===== src/rtl/stream_demux.sv =====
// Registered 1-to-N stream demultiplexer: a valid/ready input stream is steered
// to one of N_OUT independently drained output registers, select locked per packet.
//
// state  | meaning
// IDLE   | next accepted beat is the first of a packet; in_sel picks the target
// LOCKED | mid-packet, beats go to lock_sel regardless of in_sel
// DROP   | mid-packet with an invalid select, beats are accepted and discarded
module stream_demux #(
  parameter int DATA_W = 8,
  parameter int N_OUT  = 4,
  parameter int SEL_W  = 2
) (
  input  logic                    clk,
  input  logic                    rst,
  input  logic [DATA_W-1:0]       in_data,
  input  logic [SEL_W-1:0]        in_sel,
  input  logic                    in_last,
  input  logic                    in_valid,
  output logic                    in_ready,
  output logic [N_OUT*DATA_W-1:0] out_data,
  output logic [N_OUT-1:0]        out_last,
  output logic [N_OUT-1:0]        out_valid,
  input  logic [N_OUT-1:0]        out_ready,
  output logic                    err_sel
);

  typedef enum logic [1:0] {IDLE, LOCKED, DROP} state_t;

  localparam logic [SEL_W:0] NOUT_V = (SEL_W+1)'(N_OUT);

  state_t           state;
  logic [SEL_W-1:0] lock_sel;
  logic [SEL_W-1:0] tgt;
  logic             sel_ok;
  logic             tgt_busy;
  logic             accept;
  logic             fwd;

  assign sel_ok = ({1'b0, in_sel} < NOUT_V);
  assign tgt    = (state == LOCKED) ? lock_sel : in_sel;

  // Target register is busy only if it holds a beat its consumer is not taking now.
  always_comb begin
    tgt_busy = 1'b0;
    for (int k = 0; k < N_OUT; k++) begin
      if (tgt == SEL_W'(k)) tgt_busy = out_valid[k] & ~out_ready[k];
    end
  end

  assign in_ready = ~rst & ((state == DROP) | ((state == IDLE) & ~sel_ok) | ~tgt_busy);
  assign accept   = in_valid & in_ready;
  assign fwd      = accept & ((state == LOCKED) | ((state == IDLE) & sel_ok));

  always_ff @(posedge clk or posedge rst) begin
    if (rst) begin
      state    <= IDLE;
      lock_sel <= '0;
      err_sel  <= 1'b0;
    end else begin
      err_sel <= accept & (state == IDLE) & ~sel_ok;
      case (state)
        IDLE: begin
          if (accept && !in_last) begin
            if (sel_ok) begin
              state    <= LOCKED;
              lock_sel <= in_sel;
            end else begin
              state <= DROP;
            end
          end
        end
        LOCKED:  if (accept && in_last) state <= IDLE;
        DROP:    if (accept && in_last) state <= IDLE;
        default: state <= IDLE;
      endcase
    end
  end

  // A load in the same cycle as a drain replaces the beat, keeping 1 beat/clk.
  always_ff @(posedge clk or posedge rst) begin
    if (rst) begin
      out_data  <= '0;
      out_last  <= '0;
      out_valid <= '0;
    end else begin
      for (int k = 0; k < N_OUT; k++) begin
        if (fwd && (tgt == SEL_W'(k))) begin
          out_data[k*DATA_W +: DATA_W] <= in_data;
          out_last[k]                  <= in_last;
          out_valid[k]                 <= 1'b1;
        end else if (out_ready[k]) begin
          out_valid[k] <= 1'b0;
        end
      end
    end
  end

endmodule


===== config.mk =====
export PLATFORM = sky130hd
export DESIGN_NAME = stream_demux
export DESIGN_NICKNAME = d
export VERILOG_FILES = /design/src/rtl/stream_demux.sv
export SDC_FILE = /design/constraint.sdc
export NUM_CORES = 1
export LEC_CHECK = 0
export BUFFER_PORTS_ARGS = -buffer_cell sky130_fd_sc_hd__buf_2
export CAP_MARGIN = 0
export CELL_PAD_IN_SITES_DETAIL_PLACEMENT = 0
export CELL_PAD_IN_SITES_GLOBAL_PLACEMENT = 1
export CORE_ASPECT_RATIO = 1.75
export CORE_UTILIZATION = 40
export CTS_CLUSTER_SIZE = 14
export DETAILED_ROUTE_END_ITERATION = 8
export PLACE_DENSITY_LB_ADDON = 0.3
export SLEW_MARGIN = 20
export SYNTH_ARGS = -nofsm -noshare
export SYNTH_HDL_FRONTEND = slang
export SYNTH_SLANG_ARGS = --single-unit

===== constraint.sdc =====
create_clock -name clk -period 2.29 [get_ports clk]
set_input_delay 0.3435 -clock clk [delete_from_list [all_inputs] [get_ports clk]]
set_output_delay 0.3435 -clock clk [all_outputs]
set_load 0.02 [all_outputs]

# After elaboration in Yosys (flattened, before gate mapping)
# Index checks and enable logic that the tools add are counted.
[word_totals] latch_bits=0 mem_bits_rw=0 input_bits=18 regBits=44 word_cells=68 memories=0 romBits=0
[classes] n_bitwise=15 n_lt_le_gt_ge=0 n_mul=0 shift=0 div=0 eq_ne=7 muxes=16 n_addsub=0 reduce_logical=16
[op_table] op="2-to-1 mux 1 bit" count=12
[op_table] op="nonzero test 2 bit" count=4
[op_table] op="bitwise AND 1 bit" count=7
[op_table] op="== test 2 bit (second input constant)" count=3
[op_table] op="logical AND 1 bit" count=6
[op_table] op="2-to-1 mux 2 bit" count=3
[op_table] op="inverter 1 bit" count=6
[op_table] op="== test 2 x 1 -> 1 bit (second input constant)" count=2
[op_table] op="zero test 2 bit" count=2
[op_table] op="inequality test 2 x 1 -> 1 bit (second input constant)" count=2
[op_table] op="case mux 2 bit (2 select lines)" count=1
[op_table] op="AND reduction 2 bit" count=2
[op_table] op="OR 1 bit" count=2
[op_table] op="OR reduction 2 bit" count=1
[op_table] op="zero test 1 bit" count=1

# Depth between registers and ports, before layout
[depth] word_depth=14 mapped_depth=7 ltp_nobuf=5

# Worst setup path before layout
# Ideal clock, no wire load.
[synth_timing] path_kind="input port to output port" start="input port rst" end="output port in_ready" arrival_ps=1636 required_ps=1947 path_slack_ps=310 n_path_buf=0 cell_stages=2 cell_sequence="inv_1 -> and2_2"
[synth_via] elab_chain_cells=2
[synth_rtl] element="from (decl)" line="14" source="input logic rst,"
[synth_rtl] element="inverter 1 bit" line="50" source="assign in_ready = ~rst & ((state == DROP) | ((state == IDLE) & ~sel_ok) | ~tgt_busy);"
[synth_rtl] element="bitwise AND 1 bit" line="50"
[synth_rtl] element="to (decl)" line="19" source="output logic in_ready,"
# No other way between the ends.

# Final worst setup path
[layout_timing] start="register state[0]" end="output port in_ready"
[layout_via] elab_chain_cells=10 word_cells_on_any_way=14
[layout_rtl] element="from (decl)" line="31" source="state_t state;"
[layout_rtl] element="from (signal assigned)" line="56" source="state <= IDLE;"
[layout_rtl] element="from (signal assigned)" line="65" source="state <= LOCKED;"
[layout_rtl] element="from (signal assigned)" line="68" source="state <= DROP;"
[layout_rtl] element="== test 2 x 1 -> 1 bit" line="40" source="assign tgt = (state == LOCKED) ? lock_sel : in_sel;"
[layout_rtl] element="2-to-1 mux 2 bit" line="40"
[layout_rtl] element="zero test 2 bit" line="46" source="if (tgt == SEL_W'(k)) tgt_busy = out_valid[k] & ~out_ready[k];"
[layout_rtl] element="2-to-1 mux 1 bit (4 in a row)" line="46"
[layout_rtl] element="inverter 1 bit" line="50"
[layout_rtl] element="OR 1 bit *" line="50"
[layout_rtl] element="bitwise AND 1 bit *" line="50"
# Every way passes the cells marked *; elsewhere a longest branch is shown, timed or not.

==> run_results.csv <==
group,metric,value,unit
global_route,grt_pass1_wl,6.15,mm
clocking,cts_tree,"built",
global_route,grt_max_degree,44,
synth,syn_area,1830,um2
floorplan,start_util,41.6,%
critical_path,crit_path_start_kind,"flip-flop",
synth,synth-main-ff-cell,"dfrtp_1",
final_layout,multi_input_area,714,um2
run_status,status,"complete, no violations",
route,drt_iter0_markers,13,
place,dpl_cell_area,2180,um2
synth,ys_types,29,
clocking,clock_path_buffers,2,
timing,finalClockSkew,4.44,ps
clocking,htreeDepth,2,
power,power_density,1360,nW/um2
clocking,ctsHoldBuffers,0,
final_layout,area_delta_synth_final,25.2,%
floorplan,core_area,4400,um2
place,dp.cells,224,
floorplan,die_y,91.5,um
synth,yosys-top-cells-count,"dfrtp_1, mux2_2, mux2_4",
clocking,cts_buffers,5,
floorplan,dieWidth,53.1,um
clocking,cts_root_buf,"clkbuf_8",
final_layout,seqCellArea,1080,um2
synth,synthCells,116,
route,vias,1178,
synth,yosysWarnings,0,
synth,synthArstFlopShare,100,%
synth,synth.net_count,134,
synth,ys_seq_elements,43,
route,wl,3.81,mm
timing,drv_slew,0,
global_route,grt_pass1_vias,1276,
route,ant_nets,0,
timing,hold_viol,0,
final_layout,finalNonFillerCells,234,
synth,synth_top_area_share,58.8,%
clocking,clk_pin_slew,70,ps
critical_path,timing_worst_setup_path_type,"flip-flop to output pin",
synth,synth_top_cell_by_area,"dfrtp_1",
run,max-cap-violations,0,
power,ir_drop,0.000807,V
final_layout,post-route-util,52.0,%
global_route,antenna_found_initial,0,
final_layout,fill_cells,399,
synth,yosysMostFrequentCell,"dfrtp_1",
power,leakage,1.17,nW
timing,min_period,2230,ps
final_layout,final_layout_size_suffix_gt1_share,65.6,%
critical_path,worstRegToRegCells,7,
critical_path,arrival,1890,ps
floorplan,rows,32,
route,drc,0,
place,gp_congestion,0.808,
critical_path,cp.required,1950,ps
synth,synth.avg_cell_area,15.8,um2
place,dp_hpwl,2.73,mm
route,routed_via_density,5.03,
critical_path,worstPathMaxFanout,7,
route,dr.pass1.iters,5,
timing,fmax,0.448,GHz
floorplan,ios,60,
synth,synth-edff-count,0,
place,io_buffers,58,
timing,hold_ws,226,ps
global_route,overflow,0,
final_layout,num-nets-final,202,
min_path,min_path_type,"primary input to asynchronous set/reset pin",
timing,rsz0062_at_grt,"yes",
timing,setup_viol_count_final,0,
timing,period_share,97.4,%
final_layout,antenna_cells,0,
clocking,clock_latency,280,ps
timing,slew-limit-headroom,64.7,%
final_layout,fin_area,2290,um2
global_route,grt_usage,17.8,%
synth,ys_seq_area_share,58.8,%
floorplan,dieArea,4860,um2
timing,worstMarginPinSlew,530,ps
critical_path,end_kind,"output pin",
route,wl_per_cell,16.3,um
clocking,clock_sinks,43,
synth,yosys-top-cells-area,"dfrtp_1, mux2_2, mux2_4",
metal layers:
layer / GRT usage, % / wire length [um] / part of all wire (%) / up-vias
met5: 0 / 0 / 0 / -
met4: 8.55 / 128 / 3.4 / 0
met3: 3.69 / 159 / 4.2 / 10
met2: 30.1 / 2140 / 56 / 43
met1: 20.3 / 1380 / 36 / 590
li1: - / - / - / 535
cell usage in the layout, fill, tap and decap left out, types with 2 or more instances in the layout:
cell type	count
buf_4	9
inv_1	2
buf_2	57
or2b_2	2
clkbuf_8	5
and2b_1	2
mux2i_1	2
dfrtp_1	42
nand2_1	4
mux2_2	28
mux2_4	9
report_power, final:
part	leakage [nW]	internal [mW]	switching (mW)	total, mW
Clock	0.0371	0.203	0.220	0.423
Combinational	0.614	0.625	0.761	1.39
Sequential	0.520	1.11	0.207	1.32
Total	1.17	1.94	1.19	3.13
flip-flops by register name, summed over array words and instances, names as in the netlist:
register,cells
lock_sel,2
out_last,4
state,1
out_valid,4
out_data,32
cell type report:
cell class | count | share of cell area, %
repair buffers | 66 | 15.4
clock buffers | 6 | 3.17
multi-input cells | 65 | 31.2
well taps | 51 | 2.78
inverters | 3 | 0.491
flip-flops and latches | 43 | 47.0
worst max-delay path, cell delays in order, from the launching register on:
cell,delay [ps]
dfrtp_2,460
nor2b_2,90
a32o_1,250
a222oi_1,350
buf_4,180
and2_2,140
buf_4,130
cells by family (layout without fill, tap and decap cells):
family,count (synthesis),in the layout,share of synthesized area [%]
flops,43,43,58.8
other cells,1,1,0.205
buf+inv,8,75,2.67
mux,41,41,27.5
simple gates,19,19,8.95
compound gates,4,4,1.85
repair_timing:
action,in CTS,in global routing
buffers inserted,2,2
pin swaps,0,1
endpoints found under the setup margin,1,11
gates resized for setup,1,2
final timing paths:
path,end,slack (ps),start
worst max register to register,out_data[15],90,state[0]
worst max-delay path,in_ready,60,state[0]
worst min-delay path,lock_sel[1],230,rst
worst min register to register,out_last[0],500,out_last[0]
max in group asynchronous,state[0],1670,rst
min in group clk,lock_sel[1],310,in_sel[1]
per-stage QoR:
stage / power, mW / TNS (ps) / setup slack, ps
6_report: 3.13 / 0 / 58.6
2_1_floorplan: 2.22 / 0 / 310
3_3_place_gp: 2.66 / 0 / 183
5_1_grt: 3.30 / -87.8 / -25.5
4_1_cts: 3.15 / 0 / 50.9
3_5_place_dp: 2.71 / 0 / 87.9
(Power assumes the default switching activity.)
